### config.mk
export PLATFORM = sky130hd
export DESIGN_NAME = rr_reg_arbiter_flat
export DESIGN_NICKNAME = d
export VERILOG_FILES = /design/src/rtl/rr_reg_arbiter_if.sv /design/src/rtl/rr_reg_arbiter.sv /design/src/flat_wrapper.sv
export SDC_FILE = /design/constraint.sdc
export NUM_CORES = 1
export LEC_CHECK = 0
export BUFFER_PORTS_ARGS = -buffer_cell sky130_fd_sc_hd__clkbuf_2
export CORE_ASPECT_RATIO = 0.75
export CORE_MARGIN = 10
export CORE_UTILIZATION = 41
export DETAILED_ROUTE_END_ITERATION = 10
export GPL_ROUTABILITY_DRIVEN = 1
export PLACE_DENSITY = 0.87
export SLEW_MARGIN = 10
export SYNTH_ARGS = -nofsm -noshare
export SYNTH_HDL_FRONTEND = slang
export SYNTH_SLANG_ARGS = --single-unit
### constraint.sdc
create_clock -name clk -period 2 [get_ports clk]
set_clock_uncertainty 0.1 [all_clocks]
set_input_delay 0.4 -clock clk [delete_from_list [all_inputs] [get_ports clk]]
set_output_delay 0.4 -clock clk [all_outputs]
set_load 0.1 [all_outputs]
### src/rtl/rr_reg_arbiter_if.sv
// rr_reg_arbiter_if -- requester/register bus for rr_reg_arbiter.
// The master side (requesters) drives the request, lock and write data.
// The slave side (the arbiter) returns the grant and the shared register.
interface rr_reg_arbiter_if #(
    parameter int WIDTH = 8,
    parameter int N     = 4
);
    logic [N-1:0]         req;
    logic [N-1:0]         lock;
    logic [N*WIDTH-1:0]   wdata;
    logic [N-1:0]         gnt;
    logic [WIDTH-1:0]     q;
    logic                 q_valid;
    logic [$clog2(N)-1:0] owner;

    modport master (
        output req,
        output lock,
        output wdata,
        input  gnt,
        input  q,
        input  q_valid,
        input  owner
    );

    modport slave (
        input  req,
        input  lock,
        input  wdata,
        output gnt,
        output q,
        output q_valid,
        output owner
    );
endinterface

### src/rtl/rr_reg_arbiter.sv
// rr_reg_arbiter -- round-robin arbiter in front of one shared register.
// The winner of each edge writes its data into q in the same edge that
// raises its grant. Optional grant locking is built only when the macro
// RR_ARB_LOCK_EN is defined; without it the lock inputs are ignored and
// the design is a pure round-robin arbiter.
module rr_reg_arbiter #(
    parameter int WIDTH    = 8,
    parameter int N        = 4,
    parameter int LOCK_MAX = 8
) (
    input  logic               clk,
    input  logic               reset,
    rr_reg_arbiter_if.slave    bus
);
    localparam int IW = $clog2(N);

    typedef enum logic [1:0] {
        IDLE   = 2'd0,
        GRANT  = 2'd1,
        LOCKED = 2'd2
    } state_t;

    state_t           state_q, state_d;
    logic [N-1:0]     gnt_q, gnt_d;
    logic [WIDTH-1:0] data_q, data_d;
    logic             valid_q, valid_d;
    logic [IW-1:0]    owner_q, owner_d;
    logic [IW-1:0]    ptr_q, ptr_d;

    logic [N-1:0]     arb_mask_s;
    logic             do_arb_s;
    logic [IW:0]      pick_s;
    logic [IW-1:0]    win_s;

`ifdef RR_ARB_LOCK_EN
    localparam int CW = $clog2(LOCK_MAX + 1);

    logic [CW-1:0]    lock_cnt_q, lock_cnt_d;
    logic             lock_hold_s;
    logic             lock_limit_s;
    logic [N-1:0]     owner_oh_s;
`endif

    // Search mask starting at 'start', ascending modulo N; returns {found, index}.
    // Scanning from the far end down lets the nearest requester overwrite the result.
    function automatic logic [IW:0] rr_pick(input logic [N-1:0] mask,
                                            input logic [IW-1:0] start);
        logic [IW:0] res;
        int          idx;
        res = '0;
        for (int k = N - 1; k >= 0; k--) begin
            idx = (int'(start) + k) % N;
            res = mask[idx] ? {1'b1, IW'(idx)} : res;
        end
        return res;
    endfunction

    // One-hot encoding of a requester index.
    function automatic logic [N-1:0] onehot(input logic [IW-1:0] idx);
        logic [N-1:0] res;
        res      = '0;
        res[idx] = 1'b1;
        return res;
    endfunction

    // Pointer position just after the winner, wrapping N-1 back to 0.
    function automatic logic [IW-1:0] next_ptr(input logic [IW-1:0] w);
        return (w == IW'(N - 1)) ? '0 : w + IW'(1);
    endfunction

    // Next-state logic: either hold the locked grant or arbitrate from ptr.
    always_comb begin
        state_d    = state_q;
        gnt_d      = gnt_q;
        data_d     = data_q;
        valid_d    = 1'b0;
        owner_d    = owner_q;
        ptr_d      = ptr_q;
        arb_mask_s = bus.req;
        do_arb_s   = 1'b1;
`ifdef RR_ARB_LOCK_EN
        lock_cnt_d   = '0;
        owner_oh_s   = onehot(owner_q);
        lock_hold_s  = bus.lock[owner_q] & bus.req[owner_q];
        // The current LOCKED cycle is the LOCK_MAX-th one held.
        lock_limit_s = (lock_cnt_q == CW'(LOCK_MAX - 1));
        case (state_q)
            GRANT: begin
                if (lock_hold_s) begin
                    do_arb_s = 1'b0;
                end else begin
                    do_arb_s = 1'b1;
                end
            end
            LOCKED: begin
                if (lock_hold_s && !lock_limit_s) begin
                    do_arb_s   = 1'b0;
                    lock_cnt_d = lock_cnt_q + CW'(1);
                end else if (lock_limit_s && (|(bus.req & ~owner_oh_s))) begin
                    // Forced release: give everybody else a turn first.
                    arb_mask_s = bus.req & ~owner_oh_s;
                end else begin
                    arb_mask_s = bus.req;
                end
            end
            default: begin
                do_arb_s = 1'b1;
            end
        endcase
`endif
        pick_s = rr_pick(arb_mask_s, ptr_q);
        win_s  = pick_s[IW-1:0];

        if (!do_arb_s) begin
            // Locked owner keeps grant, owner and pointer; it rewrites q every cycle.
            state_d = LOCKED;
            data_d  = bus.wdata[owner_q*WIDTH +: WIDTH];
            valid_d = 1'b1;
        end else if (pick_s[IW]) begin
            state_d = GRANT;
            gnt_d   = onehot(win_s);
            data_d  = bus.wdata[win_s*WIDTH +: WIDTH];
            valid_d = 1'b1;
            owner_d = win_s;
            ptr_d   = next_ptr(win_s);
        end else begin
            state_d = IDLE;
            gnt_d   = '0;
        end
    end

    // State and output registers with synchronous reset.
    always_ff @(posedge clk) begin
        if (reset) begin
            state_q <= IDLE;
            gnt_q   <= '0;
            data_q  <= '0;
            valid_q <= 1'b0;
            owner_q <= '0;
            ptr_q   <= '0;
        end else begin
            state_q <= state_d;
            gnt_q   <= gnt_d;
            data_q  <= data_d;
            valid_q <= valid_d;
            owner_q <= owner_d;
            ptr_q   <= ptr_d;
        end
    end

`ifdef RR_ARB_LOCK_EN
    // Lock hold counter; cleared on entry to LOCKED and outside LOCKED.
    always_ff @(posedge clk) begin
        if (reset) begin
            lock_cnt_q <= '0;
        end else begin
            lock_cnt_q <= lock_cnt_d;
        end
    end
`endif

    assign bus.gnt     = gnt_q;
    assign bus.q       = data_q;
    assign bus.q_valid = valid_q;
    assign bus.owner   = owner_q;

endmodule

### src/flat_wrapper.sv
// flat-port wrapper written by rule: the top's interface ports become plain ports
module rr_reg_arbiter_flat 
#(
    parameter int WIDTH    = 8,
    parameter int N        = 4,
    parameter int LOCK_MAX = 8
)
  (clk, reset, bus_req, bus_lock, bus_wdata, bus_gnt, bus_q, bus_q_valid, bus_owner);
  rr_reg_arbiter_if #(.WIDTH(WIDTH), .N(N)) bus_i ();
  input  logic clk;
  input  logic reset;
  input wire logic [$bits(bus_i.req)-1:0] bus_req;
  input wire logic [$bits(bus_i.lock)-1:0] bus_lock;
  input wire logic [$bits(bus_i.wdata)-1:0] bus_wdata;
  output wire logic [$bits(bus_i.gnt)-1:0] bus_gnt;
  output wire logic [$bits(bus_i.q)-1:0] bus_q;
  output wire logic [$bits(bus_i.q_valid)-1:0] bus_q_valid;
  output wire logic [$bits(bus_i.owner)-1:0] bus_owner;
  assign bus_i.req = bus_req;
  assign bus_i.lock = bus_lock;
  assign bus_i.wdata = bus_wdata;
  assign bus_gnt = bus_i.gnt;
  assign bus_q = bus_i.q;
  assign bus_q_valid = bus_i.q_valid;
  assign bus_owner = bus_i.owner;
  rr_reg_arbiter #(.WIDTH(WIDTH), .N(N), .LOCK_MAX(LOCK_MAX)) u_core (.clk(clk), .reset(reset), .bus(bus_i));
endmodule
==> results of run 1 <==
where the power goes:
part	leakage (nW)	internal [mW]	switching, mW
Clock	0.0150	0.0774	0.104
Sequential	0.141	0.396	0.0312
Combinational	0.479	0.167	0.510
per-stage QoR:
| step | area (um^2) | utilization, % | hold slack [ps] |
|---|---|---|---|
| floorplan | 892 | - | 366 |
| global placement | 1160 | 57.3 | 346 |
| detailed placement | 1160 | 57.3 | 353 |
| CTS | 1190 | 58.6 | 308 |
| global route | 1190 | 58.6 | 327 |
| finish | 1190 | 58.6 | 310 |
sequential cells by signal, summed over array words and instances (netlist names):
| register | flops |
|---|---|
| u_core.bus.gnt | 4 |
| u_core.bus.owner | 2 |
| u_core.ptr_q | 2 |
| u_core.bus.q_valid | 1 |
| u_core.bus.q | 8 |
metal layers:
metal	track usage, %	up-vias
met5	0	-
met4	2.65	0
met3	7.34	2
met2	20.1	44
met1	12.5	378
li1	-	430
cells in the final DEF (no fill, tap or decap):
master,instances
a211o_1,1
a211oi_1,1
a21oi_1,5
a22o_1,1
and2_1,4
buf_4,3
clkbuf_1,1
clkbuf_2,52
clkbuf_4,3
dfxtp_1,17
ha_1,4
inv_1,3
inv_2,2
mux2i_1,17
nand2_1,4
nand2b_1,2
nand3b_1,8
nor2_1,4
nor3_1,1
nor4_2,1
o221ai_1,8
or3_1,1
area by class of cell:
type	instances	area [um^2]	share of cell area (%)
Multi-Input combinational cell	62	492	41.3
Tap cell	24	30.0	2.52
Clock buffer	4	26.3	2.21
Inverter	5	18.8	1.58
Sequential cell	17	340	28.6
Timing Repair Buffer	55	283	23.8
cells by family (layout without fill, tap and decap cells):
family	Yosys count	in the layout	synth area share, %
flip-flops	17	17	38.1
multiplexers	17	17	19.1
buffers and inverters	9	64	6.73
AND/OR/NAND/NOR	25	25	17.0
AO/OA/AOI/OAI	16	16	13.5
adder cells (fa/ha/maj)	4	4	5.61
critical path: stages, from the launching register on:
cell and delay [ps]:
dfxtp_1 360, a21oi_1 130, nor3_1 60, or3_1 450, inv_1 140, ha_1 240
mux2i_1 130, nor2_1 50
how the worst min path moves through the flow:
stage	startpoint	to
after CTS	bus_wdata[30]	u_core.bus.q[6]$_SDFFE_PP0P_
after global placement	u_core.bus.owner[0]$_SDFFE_PP0P_	u_core.bus.owner[0]$_SDFFE_PP0P_
after detailed placement	u_core.bus.owner[0]$_SDFFE_PP0P_	u_core.bus.owner[0]$_SDFFE_PP0P_
final	bus_wdata[30]	u_core.bus.q[6]$_SDFFE_PP0P_
after floorplan	u_core.ptr_q[0]$_SDFFE_PP0P_	u_core.ptr_q[0]$_SDFFE_PP0P_
after global routing	bus_wdata[24]	u_core.bus.q[0]$_SDFFE_PP0P_
==> qor.yml, run 1 <==
yosys:
  seq_area_frac_synth_pct: 38.1
  async_flop_share_pct: 0
  netlist_area_um2: 892
  synth_top_area_share_pct: 38.1
  synth_ff_type: "dfxtp_1"
  synth_edf_count: 0
  syn_nets: 134
  synth_warnings: 0
  syn-instance-count: 88
  synthDistinctLibCells: 21
  ys_ff_latch: 17
  yosys.area.top_type: "dfxtp_1"
  ys_top_cells_by_count: "17 x dfxtp_1, 17 x mux2i_1, 8 x nand3b_1, 8 x o221ai_1, 5 x a21oi_1"
  synth_area_per_cell_um2: 10.1
  ys_top_cells_by_area: "dfxtp_1 38%, mux2i_1 19%, o221ai_1 7.9%"
clock_network:
  clk_latency_ps: 280
  cts_buffer_depth: 2
  root_buffer: "clkbuf_4"
  clk_pin_slew_ps: 100
  cts_setup_buffers: 0
  postCtsHoldBufs: 0
  cts_sinks: 17
  h-tree-depth: 1
  cts_tree: "yes"
  cts-buffers-inserted: 3
  cts_resized: 0
floorplanning:
  io_pins: 57
  row_count: 14
  start_util_pct: 43.9
  fp.dieW_um: 73.9
  core_um2: 2030
  die-area_um2: 4460
  dieHeight_um: 60.4
critical_path:
  worstPathArrival_ps: 1860
  rr_worst_depth: 7
  critPathLaunchType: "flip-flop"
  critPathRequiredTime_ps: 2080
  critPathCapture: "u_core.ptr_q[1]$_SDFFE_PP0P_"
  worstReg2RegStart: "u_core.ptr_q[1]$_SDFFE_PP0P_"
  critPathLaunch: "u_core.ptr_q[1]$_SDFFE_PP0P_"
  r2r_end: "u_core.ptr_q[1]$_SDFFE_PP0P_"
  endpoint_kind: "flip-flop"
  cp_max_fo: 5
  worstSetupPathType: "reg -> reg"
  reg2reg_slack_ps: 220
timing:
  slew_viol_final: 0
  min_period_ps: 1780
  setup_viol: 0
  rsz0062_at_grt: "no"
  max-slew-margin-rel_pct: 63.6
  hold_violations: 0
  fin_setup_tns_ps: 0
  clock.fmax_mhz: 562
  tightest_slew_ps: 549
  fin_crit_sh_pct: 89.0
  setup_ws_ps: 220
global_route:
  grt_overflow: 0
  grt_max_degree: 14
  grt_pass1_wl_um: 4220
  grt_usage_pct: 11.9
  antenna_found_initial: 0
  grt_pass1_vias: 946
power_and_ir_drop:
  powerDensity_nw_per_um2: 1080
  ir_worst_vdd_uv: 788
  power_leakage_nw: 0.635
  power_mw: 1.29
layout:
  drive_gt1_share_pct: 42.7
  finalNonFillerCells: 167
  fin_nets: 190
  num_antenna_cells: 0
  nFillCells: 190
  syn_to_final_growth_pct: 33.4
worst_hold_path:
  holdPathStages: 3
  hold_path_class: "in -> reg"
run:
  cap_violations: 0
placed_design:
  dp.cells: 163
  place.gp.congestion: 0.680
  dp_slack_ps: 14.1
  port_buffers: 52
  hpwl_um: 2160
outcome:
  status: "finished clean"
drt:
  routedWlPerCell_um: 15.6
  routed-wl-met2_um: 1190
  drc: 0
  via_per_inst: 5.11
  wl_um: 2610
  drtAntennaViolNets: 0
  routed.top_layer: "met4"
  wl_met3_um: 308
  drt-met1-wl_um: 1100
  drt_iter0_markers: 35
  dr.pass1.iters: 4
  vias: 854
No activity file was read; power rests on OpenSTA's default activity.
==> inputs of run 2 (changes only) <==
Clock period 2 ns to 1.9 ns, I/O delays scaled along.
==> qor.yml, run 2 (same netlist as run 1, synthesis figures left out) <==
critical_path:
  crit_chain: "inv_1 > a22o_1 > a211o_1 > buf_4 > mux2i_1 > o221ai_1"
  critPathLaunch: "u_core.ptr_q[0]$_SDFFE_PP0P_"
  cp_max_fo: 11  # +6
  critPathMaxStageDelay_ps: 350  # -100 ps
  crit_buf_inv: 2  # +1
  critPathCapture: "u_core.bus.q[1]$_SDFFE_PP0P_"
  worstReg2RegStart: "u_core.ptr_q[0]$_SDFFE_PP0P_"
  slowest_stage: "dfxtp_1"
  path_delay_family: "compound AO/OA/AOI/OAI gates"
  r2r_end: "u_core.bus.q[1]$_SDFFE_PP0P_"
  reg2reg_slack_ps: 180  # -40 ps
  critPathLaunchType: "flip-flop"
  endpoint_kind: "flip-flop"
  cp.depth: 6  # -1
  worstSetupPathType: "reg -> reg"
  worstPathArrival_ps: 1800  # -60 ps
  rr_worst_depth: 6  # -1
  critPathRequiredTime_ps: 1980  # -100 ps
worst_hold_path:
  holdCritStartpoint: "bus_wdata[30]"
  hold_path_class: "in -> reg"
  holdPathStages: 3  # unchanged
floorplanning:
  row_count: 14  # unchanged
  io_pins: 57  # unchanged
  fp.dieW_um: 73.9  # unchanged
  core_um2: 2030  # unchanged
  dieHeight_um: 60.4  # unchanged
  start_util_pct: 43.9  # unchanged
  die-area_um2: 4460  # unchanged
outcome:
  status: "finished clean"
clock_network:
  cts-buffers-inserted: 3  # unchanged
  cts_resized: 0  # unchanged
  postCtsHoldBufs: 0  # unchanged
  clk_latency_ps: 300  # +20 ps
  root_buffer: "clkbuf_4"
  cts_sinks: 17  # unchanged
  cts_setup_buffers: 0  # unchanged
  cts_buffer_depth: 2  # unchanged
  cts_tree: "yes"
  h-tree-depth: 1  # unchanged
  clk_pin_slew_ps: 100  # about the same
drt:
  dr.pass1.iters: 4  # unchanged
  via_per_inst: 5.22  # +2.1%
  drc: 0  # unchanged
  drt_iter0_markers: 38  # +8.6%
  drtAntennaViolNets: 0  # unchanged
  vias: 877  # +2.7%
  routedWlPerCell_um: 15.6  # -0.60%
  wl_um: 2610  # unchanged
global_route:
  antenna_found_initial: 0  # unchanged
  grt_pass1_vias: 964  # +1.9%
  grt_overflow: 0  # unchanged
  grt_usage_pct: 12.6  # +0.69 points
  grt_max_degree: 14  # unchanged
  grt_pass1_wl_um: 4400  # +4.3%
timing:
  fin_setup_tns_ps: 0  # unchanged
  setup_viol: 0  # unchanged
  slew_viol_final: 0  # unchanged
  tightest_slew_ps: 551  # +1.85 ps
  fin_crit_sh_pct: 90.5  # +1.5 points
  rsz0062_at_grt: "no"
  max-slew-margin-rel_pct: 63.4  # -0.12 points
  hold_violations: 0  # unchanged
  whs_ps: 272  # -38.1 ps
  clock.fmax_mhz: 582  # +3.5%
  min_period_ps: 1720  # -59.9 ps
layout:
  drive_gt1_share_pct: 43.8  # +1.1 points
  finalNonFillerCells: 168  # +0.60%
  syn_to_final_growth_pct: 34.4
  layout_common_cells: "52 x clkbuf_2, 17 x mux2i_1, 17 x dfxtp_1"
  layout_commonest_cell: "clkbuf_2"
  num_antenna_cells: 0  # unchanged
  nFillCells: 196  # +3.2%
  largest_reg_flops: 8  # unchanged
  fin_nets: 191  # +0.53%
power_and_ir_drop:
  power_leakage_nw: 0.642  # +1.2%
  ir_worst_vdd_uv: 770  # -2.2%
  powerDensity_nw_per_um2: 1140  # +5.4%
run:
  cap_violations: 0  # unchanged
placed_design:
  dp.cells: 164  # +0.61%
  hpwl_um: 2160  # about the same
  place.gp.congestion: 0.685  # +0.72%
  port_buffers: 52  # unchanged
==> run 2: final cells by class <==
type                    count  area [um^2]  share of cell area, %
flip-flops and latches     17          340                   28.4
well taps                  24         30.0                   2.51
clock buffers               3         22.5                   1.88
repair buffers             56          290                   24.2
inverters                   5         18.8                   1.57
multi-input cells          62          492                   41.0
clock inverters             1         5.00                  0.418
==> run 2: power breakdown <==
| part | internal [mW] | switching, mW | leakage (nW) |
|---|---|---|---|
| registers | 0.417 | 0.0311 | 0.141 |
| clock network | 0.0786 | 0.118 | 0.0177 |
| logic | 0.182 | 0.538 | 0.483 |
| total | 0.677 | 0.688 | 0.642 |
==> run 2: metal layers <==
metal  track usage, %  wire, um  share of wire (%)
met1             14.1      1100                 42
met2             19.7      1200                 46
met3             7.18       280                 11
met4             4.77        32                1.2
met5                0         0                  0
==> run 2: worst min-delay path by stage <==
stage	to
2_1_floorplan	u_core.ptr_q[0]$_SDFFE_PP0P_
3_3_place_gp	u_core.bus.owner[0]$_SDFFE_PP0P_
3_5_place_dp	u_core.bus.owner[0]$_SDFFE_PP0P_
4_1_cts	u_core.bus.q[6]$_SDFFE_PP0P_
5_1_grt	u_core.bus.q[7]$_SDFFE_PP0P_
6_report	u_core.bus.q[6]$_SDFFE_PP0P_
==> run 2: tightest hold or removal path, delay by kind of cell <==
kind                   cells  cell delay [ps]
AOI/OAI and AO/OA          1              130
buffers and inverters      1               70
muxes                      1               50
==> run 2: per-stage QoR <==
stage	setup WS [ps]	util, %	area (um^2)	power [mW]
after detailed placement	30.2	57.6	1170	1.18
after global routing	34.4	59.0	1200	1.45
after floorplan	83.2	-	892	1.05
after CTS	193	59.0	1200	1.38
final	180	59.0	1200	1.36
after global placement	88.5	57.6	1170	1.16
==> inputs of run 3 (changes only) <==
Settings changed: RECOVER_POWER from default to 50.
==> qor.yml, run 3 (same netlist as run 1, synthesis figures left out) <==
outcome:
  status: "finished clean"
layout:
  layout_common_cells: "52 x clkbuf_2, 17 x mux2i_1, 17 x dfxtp_1"
  drive_gt1_share_pct: 41.7  # -2.1 points
  utilization_pct: 58.5  # -0.49 points
  syn_to_final_growth_pct: 33.2
  largest_reg_flops: 8  # unchanged
  layout_commonest_cell: "clkbuf_2"
  num_antenna_cells: 0  # unchanged
  finalNonFillerCells: 168  # unchanged
  fin_nets: 191  # unchanged
drt:
  drt_iter0_markers: 34  # -11%
  drtAntennaViolNets: 0  # unchanged
  wl_met3_um: 289  # +3.2%
  routedWlPerCell_um: 15.6  # +0.61%
  vias: 883  # +0.68%
  via_per_inst: 5.26  # +0.68%
  routed.top_layer: "met4"
  dr.pass1.iters: 4  # unchanged
  wl_um: 2630  # +0.61%
  drc: 0  # unchanged
  routed-wl-met2_um: 1200  # +0.17%
  drt-met1-wl_um: 1100  # +0.46%
placed_design:
  place.gp.congestion: 0.685  # unchanged
  port_buffers: 52  # unchanged
  hpwl_um: 2160  # unchanged
  dp.cells: 164  # unchanged
clock_network:
  clk_latency_ps: 300  # about the same
  postCtsHoldBufs: 0  # unchanged
  cts_buffer_depth: 2  # unchanged
  h-tree-depth: 1  # unchanged
  cts_sinks: 17  # unchanged
  cts-buffers-inserted: 3  # unchanged
  clk_pin_slew_ps: 100  # about the same
  cts_resized: 0  # unchanged
  cts_tree: "yes"
  root_buffer: "clkbuf_4"
  cts_setup_buffers: 0  # unchanged
critical_path:
  critPathRequiredTime_ps: 2000  # +20 ps
  cp_max_fo: 5  # -6
  critPathLaunchType: "flip-flop"
  reg2reg_slack_ps: 190  # about the same
  worstSetupPathType: "reg -> reg"
  r2r_end: "u_core.ptr_q[1]$_SDFFE_PP0P_"
  rr_worst_depth: 7  # +1
  endpoint_kind: "flip-flop"
  worstPathArrival_ps: 1810  # about the same
  worstReg2RegStart: "u_core.ptr_q[1]$_SDFFE_PP0P_"
global_route:
  grt_usage_pct: 12.6  # unchanged
  grt_overflow: 0  # unchanged
  antenna_found_initial: 0  # unchanged
  grt_pass1_vias: 964  # unchanged
  grt_pass1_wl_um: 4400  # unchanged
  grt_max_degree: 14  # unchanged
floorplanning:
  dieHeight_um: 60.4  # unchanged
  die-area_um2: 4460  # unchanged
  fp.dieW_um: 73.9  # unchanged
  start_util_pct: 43.9  # unchanged
  row_count: 14  # unchanged
  core_um2: 2030  # unchanged
  io_pins: 57  # unchanged
timing:
  clock.fmax_mhz: 585  # +0.54%
  fin_setup_tns_ps: 0  # unchanged
  slew_viol_final: 0  # unchanged
  hold_violations: 0  # unchanged
  setup_viol: 0  # unchanged
  rsz0062_at_grt: "no"
  min_period_ps: 1710  # -9.31 ps
  fin_crit_sh_pct: 90.0  # -0.49 points
  tightest_slew_ps: 551  # -0.000775 ps
  whs_ps: 272  # -0.320 ps
  max-slew-margin-rel_pct: 63.4  # unchanged
power_and_ir_drop:
  power_leakage_nw: 0.639  # -0.54%
  ir_worst_vdd_uv: 768  # -0.27%
  powerDensity_nw_per_um2: 1150  # +0.58%
worst_hold_path:
  min_to: "u_core.bus.q[6]$_SDFFE_PP0P_"
  holdPathStages: 3  # unchanged
  holdCritStartpoint: "bus_wdata[30]"
  hold_path_class: "in -> reg"
run:
  cap_violations: 0  # unchanged
[run 3: worst max-delay path by stage]
stage | start | end | slack, ps | cells past startpoint
floorplan | bus_req[2] | u_core.ptr_q[1]$_SDFFE_PP0P_ | 80 | 8
global placement | bus_req[3] | u_core.bus.q[1]$_SDFFE_PP0P_ | 90 | 7
detailed placement | bus_req[3] | u_core.bus.q[2]$_SDFFE_PP0P_ | 30 | 7
CTS | u_core.ptr_q[0]$_SDFFE_PP0P_ | u_core.bus.q[2]$_SDFFE_PP0P_ | 190 | 6
global route | u_core.ptr_q[1]$_SDFFE_PP0P_ | u_core.bus.q[6]$_SDFFE_PP0P_ | 40 | 6
finish | u_core.ptr_q[1]$_SDFFE_PP0P_ | u_core.ptr_q[1]$_SDFFE_PP0P_ | 190 | 7
[run 3: metrics by stage]
step / setup WS (ps) / cell area (um^2) / total power [mW]
after global routing: 36.5 / 1190 / 1.44
after CTS: 193 / 1200 / 1.38
after detailed placement: 30.2 / 1170 / 1.18
final: 190 / 1190 / 1.36
after global placement: 88.5 / 1170 / 1.16
after floorplan: 83.2 / 892 / 1.05
[run 3: metal layers]
metal	GRT usage, %	vias to the layer above
li1	-	437
met3	7.18	5
met2	19.7	46
met1	14.1	395
met4	4.77	0
met5	0	-
[run 3: critical path, stage by stage, from the launching register on]
cell     delay (ps)
dfxtp_1         370
a21oi_1         140
nor3_1           50
or3_1           400
inv_1           120
ha_1            240
mux2i_1         130
nor2_1           50
[run 3: cell type report]
| type | instances | area, um^2 |
|---|---|---|
| multi-input cells | 62 | 485 |
| clock inverters | 1 | 5.00 |
| inverters | 5 | 18.8 |
| well taps | 24 | 30.0 |
| fillers | 200 | 843 |
| repair buffers | 56 | 287 |
| clock buffers | 3 | 22.5 |
| flip-flops and latches | 17 | 340 |
[run 3: power by group]
part / internal, mW / switching (mW) / leakage [nW]
combinational: 0.178 / 0.537 / 0.480
clock: 0.0786 / 0.119 / 0.0177
sequential: 0.417 / 0.0326 / 0.141
total: 0.673 / 0.688 / 0.639
